--- config.mk ---
export PLATFORM = sky130hd
export DESIGN_NAME = bin_bcd_encoder
export DESIGN_NICKNAME = d
export VERILOG_FILES = /design/src/rtl/bin_bcd_encoder_pkg.sv /design/src/rtl/bcd_add3.sv /design/src/rtl/bin_bcd_encoder.sv
export SDC_FILE = /design/constraint.sdc
export NUM_CORES = 1
export LEC_CHECK = 0
export ABC_AREA = 1
export BUFFER_PORTS_ARGS = -buffer_cell sky130_fd_sc_hd__buf_4
export CORE_MARGIN = 2
export CORE_UTILIZATION = 62
export DETAILED_ROUTE_END_ITERATION = 16
export PLACE_DENSITY = 0.95
export SKIP_LAST_GASP = 1
export SYNTH_ARGS = -nofsm -noshare
export SYNTH_HDL_FRONTEND = slang
export SYNTH_HIERARCHICAL = 1
export SYNTH_SLANG_ARGS = --single-unit
--- constraint.sdc ---
create_clock -name CLK -period 3.65 [get_ports CLK]
set_input_delay 0.9125 -clock CLK [delete_from_list [all_inputs] [get_ports CLK]]
set_output_delay 0.9125 -clock CLK [all_outputs]
set_load 0.02 [all_outputs]
--- src/rtl/bin_bcd_encoder_pkg.sv ---
// Shared types and constants for the binary-to-BCD encoder.
package bin_bcd_encoder_pkg;

  localparam int unsigned DIGIT_W = 4;

  typedef enum logic [1:0] {
    IDLE   = 2'd0,
    SHIFT  = 2'd1,
    FINISH = 2'd2
  } state_e;

endpackage : bin_bcd_encoder_pkg

--- src/rtl/bcd_add3.sv ---
// Double-dabble digit correction: add 3 to a BCD digit that is 5 or more.
module bcd_add3
  import bin_bcd_encoder_pkg::*;
(
  input  logic [DIGIT_W-1:0] din,
  output logic [DIGIT_W-1:0] dout_c
);

  // Pre-shift correction so the following left shift carries into the next digit
  always_comb begin
    dout_c = din;
    if (din >= DIGIT_W'(5)) begin
      dout_c = din + DIGIT_W'(3);
    end
  end

endmodule : bcd_add3

--- src/rtl/bin_bcd_encoder.sv ---
// Sequential binary-to-BCD converter, one input bit per clock (shift-and-add-3).
module bin_bcd_encoder
  import bin_bcd_encoder_pkg::*;
#(
  parameter int unsigned WIDTH  = 8,
  parameter int unsigned DIGITS = 3
) (
  input  logic                       CLK,
  input  logic                       RST_N,
  input  logic                       START,
  input  logic [WIDTH-1:0]           BIN,
  output logic                       BUSY,
  output logic                       DONE,
  output logic [DIGIT_W*DIGITS-1:0]  BCD
);

  localparam int unsigned BCD_W = DIGIT_W * DIGITS;
  localparam int unsigned CNT_W = $clog2(WIDTH + 1);
  localparam int unsigned CAT_W = BCD_W + WIDTH;

  // Refuse to build a configuration whose largest input does not fit the digits
  if ((64'(10) ** DIGITS) <= ((64'(1) << WIDTH) - 64'(1))) begin : g_overflow_check
    $error("bin_bcd_encoder: DIGITS=%0d too small for WIDTH=%0d", DIGITS, WIDTH);
  end

  state_e             state_q,   state_d;
  logic [WIDTH-1:0]   shreg_q,   shreg_d;
  logic [BCD_W-1:0]   scratch_q, scratch_d;
  logic [CNT_W-1:0]   cnt_q,     cnt_d;
  logic               busy_q,    busy_d;
  logic               done_q,    done_d;
  logic [BCD_W-1:0]   bcd_q,     bcd_d;

  logic [BCD_W-1:0]   corr_c;
  logic [CAT_W-1:0]   shifted_c;

  // One correction cell per scratch digit
  for (genvar i = 0; i < DIGITS; i++) begin : g_add3
    bcd_add3 u_add3 (
      .din    (scratch_q[DIGIT_W*i +: DIGIT_W]),
      .dout_c (corr_c[DIGIT_W*i +: DIGIT_W])
    );
  end

  // Corrected scratch concatenated with the remaining input bits, shifted left one
  always_comb begin
    shifted_c = {corr_c, shreg_q} << 1;
  end

  // Next-state and datapath control
  always_comb begin
    state_d   = state_q;
    shreg_d   = shreg_q;
    scratch_d = scratch_q;
    cnt_d     = cnt_q;
    bcd_d     = bcd_q;
    done_d    = 1'b0;

    case (state_q)
      IDLE: begin
        if (START) begin
          shreg_d   = BIN;
          scratch_d = '0;
          cnt_d     = CNT_W'(WIDTH);
          state_d   = SHIFT;
        end
      end
      SHIFT: begin
        scratch_d = shifted_c[CAT_W-1:WIDTH];
        shreg_d   = shifted_c[WIDTH-1:0];
        cnt_d     = cnt_q - CNT_W'(1);
        if (cnt_q == CNT_W'(1)) begin
          state_d = FINISH;
        end
      end
      FINISH: begin
        bcd_d   = scratch_q;
        done_d  = 1'b1;
        state_d = IDLE;
      end
      default: begin
        state_d = IDLE;
      end
    endcase

    busy_d = (state_d != IDLE);
  end

  // State and datapath registers; reset clears everything immediately
  always_ff @(posedge CLK or negedge RST_N) begin
    if (!RST_N) begin
      state_q   <= IDLE;
      shreg_q   <= '0;
      scratch_q <= '0;
      cnt_q     <= '0;
      busy_q    <= 1'b0;
      done_q    <= 1'b0;
      bcd_q     <= '0;
    end else begin
      state_q   <= state_d;
      shreg_q   <= shreg_d;
      scratch_q <= scratch_d;
      cnt_q     <= cnt_d;
      busy_q    <= busy_d;
      done_q    <= done_d;
      bcd_q     <= bcd_d;
    end
  end

  assign BUSY = busy_q;
  assign DONE = done_q;
  assign BCD  = bcd_q;

endmodule : bin_bcd_encoder

== Yosys cells after proc, flatten, opt, wreduce, memory -nomap -nowiden ==
Index checks and enable logic that the tools add are counted.

* Register bits: 40
* Word-level logic and storage cells: 35

* $add $sub $neg: 4
* Order comparisons: 3
* Equality and inequality tests: 4
* Mux-type cells: 13
* Reductions and logical operators: 4

{| class="wikitable"
|+ Operators by type and width
! kind !! count
|-
| $pmux 12 s2 || 1
|-
| $pmux 8 s2 || 1
|-
| $ge 4x3->1 const B || 3
|-
| $mux 12 || 1
|-
| $mux 4 || 3
|-
| $add 4x2->4 const B || 2
|-
| $mux 8 || 1
|-
| $pmux 4 s2 || 1
|-
| $eq 4x1->1 const B || 1
|-
| $mux 2 || 2
|-
| $pmux 2 s2 || 1
|-
| $reduce_bool 2->1 || 2
|-
| $sub 4x1->4 const B || 1
|-
| $add 3x2->3 const B || 1
|-
| $mux 3 || 1
|-
| $eq 2x1->1 const B || 1
|-
| $eq 2x2->1 const B || 1
|-
| $logic_not 2->1 || 1
|-
| $ne 2x2->1 const B || 1
|-
| $reduce_and 2->1 || 1
|-
| $mux 1 || 1
|}

== Logic depth before layout (Yosys ltp) ==
* Depth after elaboration: 4
* Depth in mapped cells: 9

== Modules after synthesis ==
The synthesis kept the hierarchy.

{| class="wikitable"
|+ By module, submodules not included
! module !! times used !! cells each !! area an instance (µm²)
|-
| bin_bcd_encoder || 1 || 193 || 1674.1
|-
| bcd_add3 || 3 || 23 || 135.1
|}

== Least setup slack after synthesis ==
No wires, ideal clock.

* Path kind: input to register
* Start point: in START
* End point: reg shreg_q[1]
* Library setup time: 0.116 ns
* Data arrival time: 1.321 ns
* Data required time: 3.534 ns
* Setup slack: 2.212 ns
* Cell stages on the path: 5
* Cell sequence: o21ai_2 > inv_2 > buf_6 > nand2_1 > nand2_1

* Longest elaborated chain between the ends: 2

{| class="wikitable"
|+ Ends and longest elaborated chain
! what !! line !! text
|-
| start: declaration || bin_bcd_encoder.sv:10 || <nowiki>input logic START,</nowiki>
|-
| $ne 2x2->1 (no source line) || n/a ||
|-
| $reduce_and 2->1 (no source line) || n/a ||
|-
| end signal: assignment || bin_bcd_encoder.sv:101 || <nowiki>shreg_q <= shreg_d;</nowiki>
|-
| end: declaration || bin_bcd_encoder.sv:27 || <nowiki>logic [WIDTH-1:0] shreg_q, shreg_d;</nowiki>
|}

Every way passes these cells.
A chain may end at the register's enable or synchronous reset.

== Worst setup path in the final report ==
* Start point: reg bcd_q[8] (netlist: BCD[8])
* End point: out BCD[8]

{| class="wikitable"
|+ RTL lines
! what !! line !! text
|-
| start: declaration || bin_bcd_encoder.sv:32 || <nowiki>logic [BCD_W-1:0] bcd_q, bcd_d;</nowiki>
|-
| start signal: assignment || bin_bcd_encoder.sv:98 || <nowiki>bcd_q <= '0;</nowiki>
|-
| start signal: assignment || bin_bcd_encoder.sv:106 || <nowiki>bcd_q <= bcd_d;</nowiki>
|-
| end: declaration || bin_bcd_encoder.sv:14 || <nowiki>output logic [DIGIT_W*DIGITS-1:0] BCD</nowiki>
|}

No word-level cell between the ends.

==> metrics.txt <==
status=finished, final reports clean; WS Path Type=register to output port; worst-margin pin slew=~0.51 ns; # setup viols final=0; Crit path largest cell delay=around 0.4 ns; worst hold path class=register to register; crit path buf inv count=1; die area=3790 µm²; pins over their slew limit=0; most common cell after layout, fill and taps aside=nand2_1; fin crit share=between 40 and 50%; Post-CTS Setup Bufs=0; commonest cells after routing, fill and taps aside=128 x nand2_1, 40 x dfrtp_1, 25 x buf_4; via count=between 1.5k and 2k; final hold violations=0; clk buf depth=2; Setup WS pre-CTS=1.84 ns; Tmin final=1.81 ns; number of cells after detailed placement=roughly 320; Ports=25; CTS sink count=40; Worst Path Arrival=0.90 ns; GRT Total Usage=23.2%; cell area after layout=approximately 2400 µm²; Root Driver=clkbuf_4; Total Wirelength=about 3.9 mm; clock latency on the worst-skew pair=between 0.3 and 0.4 ns; met1 usage=~28%; CTS Buf Count=5; startpoint types=register; VDD IR max=482 µV; first-pass GRT wire length=6.35 mm; met2 Usage GRT=about two fifths; post-CTS sizing=0; Avg Cell Area, Syn=between 7 and 8 µm²; synthesized area=slightly above 2000 µm²; GR Util met3=under 10%; n_diodes=0; hold buffers post-CTS=0; DPL Wire Length=approximately 2.8 mm; Pre-antenna DRT Iters=4; syn_nets=around 280; antenna-violating nets left=0; Avg WL per Cell=~12 µm; area grow syn2layout=14.7%; core box area=about 3100 µm²; Worst setup EP type=output port; Initial Utilization=between 60% and 70%; vias per cell=between 5 and 6; P per Cell Area=898 nW/µm²; # nets final=300; share of cells above drive strength 1=20.2%; fillers=around 230; Max Clk Rate=between 500 and 600 MHz; vias in the first global route=around 1.5k; Mapped Cells=around 260; Die Y=roughly 60 µm; Critical Path RT=about 2.7 ns; CTS tree=built; GR peak layer=met2; unrepaired setup endpoints after global routing=false; worst setup margin=between 1.5 and 2 ns; Fin Setup TNS=0 ns; num rows=20; global-route congestion overflow total=0; Leak Pwr=between 0.001 and 0.0015 µW; CTS H-Tree Depth=2; Tot Pwr=between 2000 and 2500 µW; placed cell area=roughly 2200 µm²; Port Buffers=24; max_cap viols=0; crit-path cells=buf_4; Crit Path Max Fanout=2; initial antenna violation count=0; Worst-path clk slew=around 0.11 ns; routability cong.=approximately 0.81; Iter 0 DRT Violations=120; Crit-path slowest cell=dfrtp_1; Die W=about 60 µm; DR DRC count=0; Slew Limit Headroom=about two thirds; critical path's top delay family=flip-flops; Non-Filler Instances=~330; largest net degree at the start of global routing=41; Setup Skew=roughly 0.009 ns; Ys Warns=6
[stage by stage]
| stage | utilization (%) | hold WS, ns |
|---|---|---|
| after floorplan | - | 0.449 |
| after global placement | 71.8 | 0.464 |
| after detailed placement | 71.8 | 0.467 |
| after CTS | 75.9 | 0.496 |
| after global routing | 75.9 | 0.512 |
| final | 75.9 | 0.491 |
[sequential cells by signal, summed over array words and instances (netlist names)]
name	cells
cnt_q	4
DONE	1
shreg_q	8
state_q	2
scratch_q	12
BCD	12
BUSY	1
[worst reg2reg max path, cell delays in order, from the launching register on]
cell	delay (ns)
dfrtp_1	0.48
inv_1	0.11
ha_1	0.25
nor2_4	0.16
nor2_4	0.07
nand2_1	0.07
o21ai_2	0.05
nand2_1	0.06
nand2_1	0.05
[final timing paths]
path | from | endpoint | slack, ns | depth (start not counted)
worst min register to register | BCD[6] | BCD[6] | 0.49 | 2
min in group asynchronous | RST_N | shreg_q[3] | 0.51 | 1
worst max-delay path | BCD[8] | BCD[8] | 1.84 | 1
max in group asynchronous | RST_N | BCD[0] | 2.79 | 1
worst min-delay path | BCD[6] | BCD[6] | 0.49 | 2
worst max register to register | scratch_q[0] | scratch_q[2] | 2.25 | 8
[layout make-up]
cell class | instances | area (µm²) | area share [%]
sequential | 40 | 1000 | 42.5
multi-input combinational | 187 | 901 | 38.3
timing repair buffer | 25 | 188 | 7.97
clock inverter | 3 | 90.1 | 3.83
inverter | 22 | 82.6 | 3.51
tap | 44 | 55.1 | 2.34
clock buffer | 5 | 37.5 | 1.59
[per-layer routing]
metal | vias up | wire length (µm)
li1 | 828 | -
met1 | 799 | 1570
met2 | 61 | 2030
met3 | 2 | 247
met4 | 0 | 27
met5 | - | 0
[power by group]
part           internal (µW)  switching [µW]
Clock                    282             145
Combinational            344             580
Sequential               618             145
Total                   1240             870
No activity file was read; power rests on OpenSTA's default activity.
